[config.mk]
export PLATFORM = sky130hd
export DESIGN_NAME = seq_multiplier
export DESIGN_NICKNAME = d
export VERILOG_FILES = /design/src/rtl/posit_arith_pkg.sv /design/src/rtl/seq_multiplier.sv
export SDC_FILE = /design/constraint.sdc
export NUM_CORES = 1
export LEC_CHECK = 0
export CAP_MARGIN = 20
export CORE_ASPECT_RATIO = 1.4
export CORE_MARGIN = 3
export CORE_UTILIZATION = 68
export DETAILED_ROUTE_END_ITERATION = 10
export DONT_BUFFER_PORTS = 1
export GPL_ROUTABILITY_DRIVEN = 0
export PLACE_DENSITY = 0.87
export SYNTH_ARGS = -nofsm -noshare
export SYNTH_HDL_FRONTEND = slang
export SYNTH_SLANG_ARGS = --single-unit
[constraint.sdc]
create_clock -name clk -period 4.4 [get_ports clk]
set_input_delay 0.44 -clock clk [delete_from_list [all_inputs] [get_ports clk]]
set_output_delay 0.44 -clock clk [all_outputs]
set_load 0.01 [all_outputs]
[src/rtl/posit_arith_pkg.sv]
// Shared posit arithmetic definitions: default significand width, multiplier FSM states and
// count-width helper used by the sequential multiplier and divider.
package posit_arith_pkg;

  localparam int SIG_WIDTH = 25;

  typedef enum logic {
    IDLE = 1'b0,
    RUN  = 1'b1
  } mult_state_t;

  function automatic int cnt_width(input int w);
    return $clog2(w + 1);
  endfunction

endpackage

[src/rtl/seq_multiplier.sv]
// Iterative unsigned shift-add multiplier, one multiplier bit per clock; done pulses width cycles
// after the accepting edge, starts are ignored while busy. Optional MULT_ZERO_BYPASS_EN finishes zero operands in 1 cycle.
module seq_multiplier
  import posit_arith_pkg::*;
#(
  parameter int width = SIG_WIDTH
) (
  input  logic               clk,
  input  logic               reset,
  input  logic               start,
  input  logic [width-1:0]   a,
  input  logic [width-1:0]   b,
  output logic [2*width-1:0] p,
  output logic               busy,
  output logic               done
);

  localparam int CW = cnt_width(width);

  mult_state_t      state, state_next;
  logic [width-1:0] acc, mcand, mplier;
  logic [width-1:0] acc_next, mplier_next;
  logic [width:0]   sum;
  logic [CW-1:0]    count;
  logic             accept, finish, zero_op;

  // One iteration: conditional add with carry, then shift {sum,mplier} right by one.
  always_comb begin
    sum         = {1'b0, acc} + (mplier[0] ? {1'b0, mcand} : '0);
    acc_next    = sum[width:1];
    mplier_next = {sum[0], mplier[width-1:1]};
  end

  always_comb begin
    state_next = state;
    accept     = 1'b0;
    finish     = 1'b0;
    zero_op    = 1'b0;
    case (state)
      IDLE: begin
        if (start) begin
          accept = 1'b1;
`ifdef MULT_ZERO_BYPASS_EN
          zero_op = (a == '0) || (b == '0);
`endif
          if (!zero_op) state_next = RUN;
        end
      end
      RUN: begin
        if (count == CW'(width - 1)) begin
          finish     = 1'b1;
          state_next = IDLE;
        end
      end
      default: state_next = IDLE;
    endcase
  end

  always_ff @(posedge clk) begin
    if (reset) begin
      state  <= IDLE;
      p      <= '0;
      busy   <= 1'b0;
      done   <= 1'b0;
      acc    <= '0;
      mcand  <= '0;
      mplier <= '0;
      count  <= '0;
    end else begin
      state <= state_next;
      done  <= 1'b0;
      if (accept) begin
        if (zero_op) begin
          p    <= '0;
          done <= 1'b1;
        end else begin
          mcand  <= a;
          mplier <= b;
          acc    <= '0;
          count  <= '0;
          busy   <= 1'b1;
        end
      end
      if (state == RUN) begin
        acc    <= acc_next;
        mplier <= mplier_next;
        count  <= count + CW'(1);
        if (finish) begin
          p    <= {acc_next, mplier_next};
          busy <= 1'b0;
          done <= 1'b1;
        end
      end
    end
  end

endmodule
* Word level (Yosys, flattened, before mapping) *
Cells that the tools add are included.
W data, S select, Z words.

cells by class
  add/sub/neg operators = 2
  equal/unequal tests = 1
  muxes and demuxes = 17
  bitwise gates (word level) = 1
  reduce and logical (&&, ||, !) cells = 3

operators with widths
  kind                   count
  $mux W25               5
  $add A25 B25 Y26       1
  $mux W5                2
  $mux W1                9
  $add A5 B1 Y5 const B  1
  $eq A5 B5 Y1 const B   1
  $pmux W1 S2            1
  $reduce_and A2 Y1      1
  $reduce_bool A2 Y1     1
  $reduce_or A2 Y1       1
  $not A1 Y1             1

storage, ports and cells
  register bits after elaboration = 133
  input bits = 53
  output and inout bits = 52
  logic and storage cells = 32

* Logic depth before layout (Yosys ltp) *
Gate-level depths: netlist (run 1).

  depth in word-level cells = 5
  depth in mapped cells = 10
  gate-level depth less buffers = 9

* Worst setup path after synthesis (run 1) *
OpenSTA, ideal clock, no wires.

  path type = register to register
  start point = register mplier[0]
  end point = register p[46]
  setup time = 0.122 ns
  data arrival time = 2.333 ns
  required time = 4.278 ns
  path slack = 1.945 ns
  stages on the path, launching flop included = 10
  path buffers = 0
  period minus slack after synthesis = 2.455 ns
  path through = dfxtp_1 and2_1 ha_1 fa_1 a211oi_1 o211a_4 nor3_4 o2111ai_2 a2111oi_2 a311o_1

between the ends
  longest elaborated chain between the ends = 2

RTL lines
  element                   RTL line              source
  start: declaration        seq_multiplier.sv:21  logic [width-1:0] acc, mcand, mplier;
  start signal: assignment  seq_multiplier.sv:86  mplier <= mplier_next;
  $mux W25                  seq_multiplier.sv:29  sum = {1'b0, acc} + (mplier[0] ? {1'b0, mcand} : '0);
  $add A25 B25 Y26          seq_multiplier.sv:29
  end signal: assignment    seq_multiplier.sv:89  p <= {acc_next, mplier_next};
  end: declaration          seq_multiplier.sv:13  output logic [2*width-1:0] p,

Every way passes these cells.
A chain may end at the register's enable or synchronous reset.

* Worst setup path after layout (run 1) *
Same ends and word-level chain as after synthesis.

==> flow_metrics.env, run 1 <==
export IMPL_final_hold_violations=0
export IMPL_worst_endpoint_required_ps=4710
export IMPL_setup_worst_path_class="reg -> reg"
export IMPL_finish_net_count=880
export IMPL_crit_reg2reg_capture="p[46]$_SDFFE_PP0P_"
export IMPL_min_delay_path_class="in -> reg"
export IMPL_path_depth=9
export IMPL_post_synth_top_count_cell="nand2_1"
export IMPL_max_slew_worst_pin_slew_ps=1080
export IMPL_initialDrtViolationCount=485
export IMPL_syn_num_nets=912
export IMPL_final_setup_vio_count=0
export IMPL_number_of_buffers_inserted_to_repair_setup_after_cts=0
export IMPL_placeableCoreArea_sq_um=9230
export IMPL_finish_utilization_pct=77.2
export IMPL_tritonroute_pass_1_iters=5
export IMPL_ys_top_cells_by_area="dfxtp_1, a21oi_1, nand2_1"
export IMPL_max_slew_margin_rel_pct=28.0
export IMPL_synthesis_area_per_instance_sq_um=7.92
export IMPL_stdcell_count=919
export IMPL_cp_end_kind="flip-flop"
export IMPL_synth_top_cell_area_share_pct=40.5
export IMPL_postSynth_topFlopCell="dfxtp_1"
export IMPL_fin_worst_hold_slack_ps=79.2
export IMPL_timing_critical_path_to="p[46]$_SDFFE_PP0P_"
export IMPL_ys_seq_elements=133
export IMPL_critical_path_startpoint="mplier[0]$_SDFFE_PP0P_"
export IMPL_crit_buf_inv=0
export IMPL_io_buffers=0
export IMPL_floorplan_initialDensity_pct=71.3
export IMPL_ctsHtreeMaxLevel=4
export IMPL_first_global_vias=5988
export IMPL_worstPathCellList="and2_1 > ha_1 > fa_1 > a211oi_1 > o211a_4 > nor3_4 > o2111ai_2 > a2111oi_2 > a311o_1"
export IMPL_post_cts_resize_count=0
export IMPL_post_route_cells_drive_above_1_share_pct=7.14
export IMPL_synth_top_cells_by_count="nand2_1, dfxtp_1, a21oi_1"
export IMPL_p_per_area_nw_per_um2=393
export IMPL_placed_area_sq_um=6520
export IMPL_avgViaCountPerCell=6.49
export IMPL_max_freq_mhz=321
export IMPL_dp_hpwl_um=10700
export IMPL_peakVddDrop_v=0.000328
export IMPL_insertion_delay_ps=420
export IMPL_numPlacedInstances=885
export IMPL_num_fill_cells=649
export IMPL_pin_count_of_the_biggest_net_entering_global_routing=115
export IMPL_power_leakage_nw=2.80
export IMPL_r2r_setup_slack_ps=1290
export IMPL_placementRows=41
export IMPL_largest_stage_delay_on_the_critical_path_ps=580
export IMPL_post_route_period_util_pct=70.7
export IMPL_clk_transition_reported_paths_ps=60
export IMPL_worst_endpoint_arrival_ps=3420
export IMPL_die_height_um=122
export IMPL_num_clock_sinks=133
export IMPL_status="finished clean"
export IMPL_detail_route_wirelength_um=16700
export IMPL_antenna_diode_count=0
export IMPL_dominant_cell_type_by_area_after_synthesis="dfxtp_1"
export IMPL_timing_critical_path_from_type="flip-flop"
export IMPL_rsz_0062_raised_after_global_routing="no"
export IMPL_crit_path_max_fanout=26
export IMPL_grt_use_total_pct=31.2
export IMPL_finalSetupTns_ps=0
export IMPL_crit_reg2reg_launch="mplier[0]$_SDFFE_PP0P_"
export IMPL_finalClockSkew_ps=6.83
export IMPL_final_area_sq_um=7130
export IMPL_antenna_violations_before_repair=0
export IMPL_tritoncts_num_buffers=17
export IMPL_yosysSeqAreaShare_pct=40.5
export IMPL_die_width_um=89.1
export IMPL_clock_tree_buffer_depth=2
export IMPL_grt_first_pass_wirelength_um=26800
export IMPL_cts_tree="done"
export IMPL_asyncSetResetFlopFracSynth_pct=0
export IMPL_count_of_flip_flops_with_a_built_in_enable_after_synthesis=0
export IMPL_detailroute_via_count=5967
export IMPL_worst_r2r_path_depth=9
export IMPL_max_cap_viol_count=0
export IMPL_worst_path_max_delay_cell="dfxtp_1"
export IMPL_syn2layout_area_growth_pct=8.40
export IMPL_clock_tree_root_cell="clkbuf_16"
export IMPL_hold_buffers=0
export IMPL_design_portCount=105
export IMPL_yosys_warnings=0
export IMPL_syn_area_sq_um=6580
export IMPL_ys_types=60
export IMPL_final_setup_worst_slack_ps=1290
export IMPL_syn_inst=831
export IMPL_design_power_total_mw=2.81
export IMPL_avgRoutedWirePerCell_um=18.2
export IMPL_cpLargestDelayFamily="compound AO/OA/AOI/OAI gates"
export IMPL_place_worst_setup_slack_ps=1390
export IMPL_drc=0
export IMPL_timing_final_crit_period_ps=3110
export IMPL_overflow=0
export IMPL_die_area_sq_um=10900
export IMPL_final_max_slew_viol_count=0
export IMPL_drtAntennaViolNets=0
worst min-delay path by stage:
stage,start,endpoint,slack [ps],cells past startpoint
after floorplan,acc[16]$_SDFFE_PP0P_,acc[16]$_SDFFE_PP0P_,430,2
after detailed placement,mcand[22]$_SDFFE_PP0P_,mcand[22]$_SDFFE_PP0P_,440,2
after CTS,reset,mcand[15]$_SDFFE_PP0P_,80,1
final,reset,mcand[15]$_SDFFE_PP0P_,80,1
after global placement,mcand[23]$_SDFFE_PP0P_,mcand[23]$_SDFFE_PP0P_,430,2
after global routing,reset,p[38]$_SDFFE_PP0P_,70,1
routing by layer:
| metal | track usage, % | share of wire, % | up-vias |
|---|---|---|---|
| li1 | - | - | 2838 |
| met1 | 34.1 | 38 | 2782 |
| met2 | 51.4 | 50 | 277 |
| met3 | 9.60 | 8.1 | 70 |
| met4 | 19.6 | 4.6 | 0 |
| met5 | 0 | 0 | - |
power by group:
part / internal (mW) / total [mW] / switching, mW
Combinational: 0.0466 / 0.123 / 0.0768
Sequential: 1.24 / 1.26 / 0.0280
Clock: 0.847 / 1.42 / 0.571
Total: 2.13 / 2.81 / 0.676
registers in the layout, indices dropped and copies added, names as in the netlist:
name	cells
p	50
count	5
acc	25
busy	1
mplier	25
state	1
mcand	25
done	1
worst reg2reg max path, delay by kind of cell (launching register included):
kind                       cells  cell delay [ps]
AOI/OAI and AO/OA              5             1400
adders and majority gates      2              650
DFF                            1              580
and+or+nand+nor                2              370
logic make-up (layout without fill, tap and decap cells):
| kind of cell | count (synthesis) | count (layout) | synth area share, % |
|---|---|---|---|
| buffers and inverters | 65 | 46 | 3.90 |
| AOI/OAI and AO/OA | 218 | 218 | 20.2 |
| muxes | 27 | 27 | 4.11 |
| and+or+nand+nor | 345 | 345 | 23.9 |
| adders and majority gates | 28 | 28 | 5.44 |
| DFF | 133 | 133 | 40.5 |
| xor gates and xnor gates | 15 | 15 | 2.00 |
final cells by class:
cell class | count | area, sq um | area share (%)
inverter | 9 | 33.8 | 0.474
multi-input combinational | 633 | 3660 | 51.4
clock inverter | 15 | 169 | 2.37
timing repair buffer | 5 | 42.5 | 0.596
sequential | 133 | 2660 | 37.3
tap | 107 | 134 | 1.88
clock buffer | 17 | 425 | 5.96
cells in the final DEF, fill, tap and decap left out, drive strengths merged, types with 6 or more instances in the layout:
master  instances
a21o            6
a21oi         130
and2           27
and3            7
clkbuf         18
dfxtp         133
ha             27
inv            15
mux2i          27
nand2         156
nand3          24
nand4          11
nor2           78
nor3           14
nor3b           9
o211ai          6
o21ai          33
o31ai           6
xnor2           8
xor2            7
No activity file was read; power rests on OpenSTA's default activity.
==> run 2, diff against run 1 <==
- ABC_AREA: unset -> 1
- CORE_UTILIZATION: 68 -> 64
- PLACE_DENSITY: 0.87 -> 0.83
- clock period: 4.4 -> 3 ns (I/O delays scaled with it)
==> run 2 against run 1 <==
  * Combinational power increased by 100%
  * Worst setup slack got worse by 770 ps
  * Worst hold slack got worse by 26 ps
  * Sequential share of layout area decreased by 1.9 points
  * Synthesized area increased by 4.1%
  * Largest power group unchanged
  * Highest routed layer unchanged
==> flow_metrics.env, run 2 <==
export IMPL_detailroute_via_count=6365
export IMPL_tritoncts_num_buffers=17
export IMPL_post_route_period_util_pct=82.7
export IMPL_final_setup_vio_count=0
export IMPL_numPlacedInstances=1144
export IMPL_grt_use_total_pct=30.3
export IMPL_placementRows=44
export IMPL_max_slew_worst_pin_slew_ps=785
export IMPL_ys_top_cells_by_area="dfxtp_1, nand2_1, inv_1"
export IMPL_num_clock_sinks=133
export IMPL_p_clk_share_pct=48.6
export IMPL_setup_worst_path_class="reg -> reg"
export IMPL_worst_endpoint_arrival_ps=2830
export IMPL_post_cts_resize_count=0
export IMPL_stdcell_count=1177
export IMPL_grt_first_pass_wirelength_um=28600
export IMPL_status="finished clean"
export IMPL_finalSetupTns_ps=0
export IMPL_layout_cells_most_common_list="nand2_1, inv_1, dfxtp_1"
export IMPL_initialDrtViolationCount=366
export IMPL_largest_register="p"
export IMPL_max_freq_mhz=403
export IMPL_crit_reg2reg_capture="acc[11]$_SDFFE_PP0P_"
export IMPL_synthesis_area_per_instance_sq_um=6.61
export IMPL_combinationalPowerShare_pct=6.0
export IMPL_peakVddDrop_v=0.000418
export IMPL_clock_tree_root_cell="clkbuf_16"
export IMPL_finalClockSkew_ps=9.12
export IMPL_mostFrequentLayoutCell="nand2_1"
export IMPL_p_per_area_nw_per_um2=544
export IMPL_syn2layout_area_growth_pct=9.61
export IMPL_power_leakage_nw=3.91
export IMPL_die_height_um=128
export IMPL_syn_area_sq_um=6850
export IMPL_worst_endpoint_required_ps=3350
export IMPL_worst_hold_path_num_cells=2
export IMPL_finish_net_count=1107
export IMPL_synthAdderAreaFrac_pct=5.22
export IMPL_syn_num_nets=1118
export IMPL_yosys_warnings=0
export IMPL_insertion_delay_ps=420
export IMPL_ctsHtreeMaxLevel=4
export IMPL_clk_transition_reported_paths_ps=60
export IMPL_place_worst_setup_slack_ps=617
export IMPL_clock_tree_buffer_depth=2
export IMPL_synth_xor_area_share_pct=0.895
export IMPL_count_of_flip_flops_with_a_built_in_enable_after_synthesis=0
export IMPL_synthSimpleGateAreaFrac_pct=34.1
export IMPL_yosysSeqAreaShare_pct=38.9
export IMPL_asyncSetResetFlopFracSynth_pct=0
export IMPL_min_delay_path_class="in -> reg"
export IMPL_crit_reg2reg_launch="mplier[0]$_SDFFE_PP0P_"
export IMPL_avgViaCountPerCell=5.41
export IMPL_number_of_flip_flops_under_the_largest_register_name=50
export IMPL_drc=0
export IMPL_synth_top_family_by_area="simple AND/OR/NAND/NOR gates"
export IMPL_final_max_slew_viol_count=0
export IMPL_post_route_cells_drive_above_1_share_pct=5.97
export IMPL_worst_r2r_path_depth=13
export IMPL_design_portCount=105
export IMPL_fin_worst_hold_slack_ps=52.7
export IMPL_synth_compound_gate_area_share_pct=9.81
export IMPL_p_sw_uw=998
export IMPL_cts_tree="done"
export IMPL_gr_usage_met2_pct=51.9
export IMPL_r2r_setup_slack_ps=520
export IMPL_detail_route_wirelength_um=17500
export IMPL_first_global_vias=6179
export IMPL_placeableCoreArea_sq_um=10400
export IMPL_post_synth_mux_area_share_pct=0
export IMPL_final_hold_violations=0
export IMPL_grt_util_met3_pct=9.06
export IMPL_dp_hpwl_um=12300
export IMPL_die_area_sq_um=12000
export IMPL_dominant_cell_type_by_area_after_synthesis="dfxtp_1"
export IMPL_die_width_um=93.4
export IMPL_avgRoutedWirePerCell_um=14.9
export IMPL_grtUsageMet1_pct=32.9
export IMPL_overflow=0
export IMPL_pwr_share_seq_pct=45.4
export IMPL_timing_critical_path_from_type="flip-flop"
export IMPL_critical_path_startpoint="mplier[0]$_SDFFE_PP0P_"
export IMPL_rsz_0062_raised_after_global_routing="no"
export IMPL_synth_top_cells_by_count="nand2_1, inv_1, dfxtp_1"
export IMPL_pin_count_of_the_biggest_net_entering_global_routing=52
export IMPL_ys_types=36
export IMPL_crit_path_max_fanout=16
export IMPL_hp_start="a[17]"
export IMPL_antenna_diode_count=0
export IMPL_max_slew_margin_rel_pct=47.4
export IMPL_syn_inst=1037
export IMPL_floorplan_initialDensity_pct=65.8
export IMPL_drtAntennaViolNets=0
export IMPL_antenna_violations_before_repair=0
export IMPL_postSynth_topFlopCell="dfxtp_1"
export IMPL_synth_top_cell_area_share_pct=38.9
export IMPL_io_buffers=0
export IMPL_tritonroute_pass_1_iters=5
export IMPL_timing_final_crit_period_ps=2480
export IMPL_final_setup_worst_slack_ps=518
export IMPL_top_usage_layer="met2"
export IMPL_post_synth_top_count_cell="nand2_1"
export IMPL_ys_seq_elements=133
export IMPL_cp_end_kind="flip-flop"
export IMPL_timing_critical_path_to="acc[11]$_SDFFE_PP0P_"
export IMPL_max_cap_viol_count=0
export IMPL_power_switching_share_pct=24.5
export IMPL_internal_power_mw=3.08
[run 2: kinds of logic (layout without fill, tap and decap cells)]
family / Yosys count / count (layout)
AO/OA/AOI/OAI: 113 / 113
adder cells (fa/ha/maj): 28 / 28
buffers and inverters: 192 / 194
flip-flops: 133 / 133
AND/OR/NAND/NOR: 564 / 564
XOR/XNOR: 7 / 7
[run 2: cell type report]
cell class / count / area, sq um
Inverter: 152 / 571
Multi-Input combinational cell: 712 / 3440
Timing Repair Buffer: 10 / 100
Clock inverter: 11 / 101
Tap cell: 138 / 173
Clock buffer: 21 / 460
Fill cell: 872 / 2900
Sequential cell: 133 / 2660
[run 2: worst min path at each step]
| stage | endpoint |
|---|---|
| CTS | mcand[18]$_SDFFE_PP0P_ |
| floorplan | count[3]$_SDFFE_PP0P_ |
| detailed placement | acc[6]$_SDFFE_PP0P_ |
| finish | mcand[17]$_SDFFE_PP0P_ |
| global route | mcand[17]$_SDFFE_PP0P_ |
| global placement | acc[6]$_SDFFE_PP0P_ |
[run 2: repair_timing]
item / CTS / global route
hold endpoints to repair: 29 / 0
hold buffers: 1 / 0
setup buffers: 0 / 0
[run 2: critical path: stages, from the launching register on]
cell and delay, ps:
dfxtp_1 620, buf_4 270, nand2_1 60, inv_1 50, ha_1 210, fa_1 260
nand2_1 70, nand2_1 110, nand3_2 110, nor3_2 220, nor2_1 90, nand2_1 90
nand3_1 80, a21oi_1 160
[run 2: through the flow]
stage / util [%] / power (mW) / instance area [sq um]
after floorplan: - / 2.07 / 6850
after global placement: 66.6 / 2.12 / 6930
after detailed placement: 66.6 / 2.12 / 6930
after CTS: 72.2 / 4.09 / 7510
after global routing: 72.2 / 4.21 / 7510
final: 72.2 / 4.08 / 7510
[run 2: power groups by stage]
stage          sequential (mW)  combinational, mW  clock, mW
2_1_floorplan             1.88              0.190          0
3_3_place_gp              1.89              0.228          0
3_5_place_dp              1.89              0.233          0
4_1_cts                   1.85              0.246       1.99
5_1_grt                   1.86              0.280       2.07
6_report                  1.85              0.246       1.98
[run 2: layer usage]
| metal | vias up | wire [um] |
|---|---|---|
| li1 | 3207 | - |
| met1 | 2805 | 6600 |
| met2 | 268 | 8520 |
| met3 | 85 | 1410 |
| met4 | 0 | 978 |
| met5 | - | 0 |
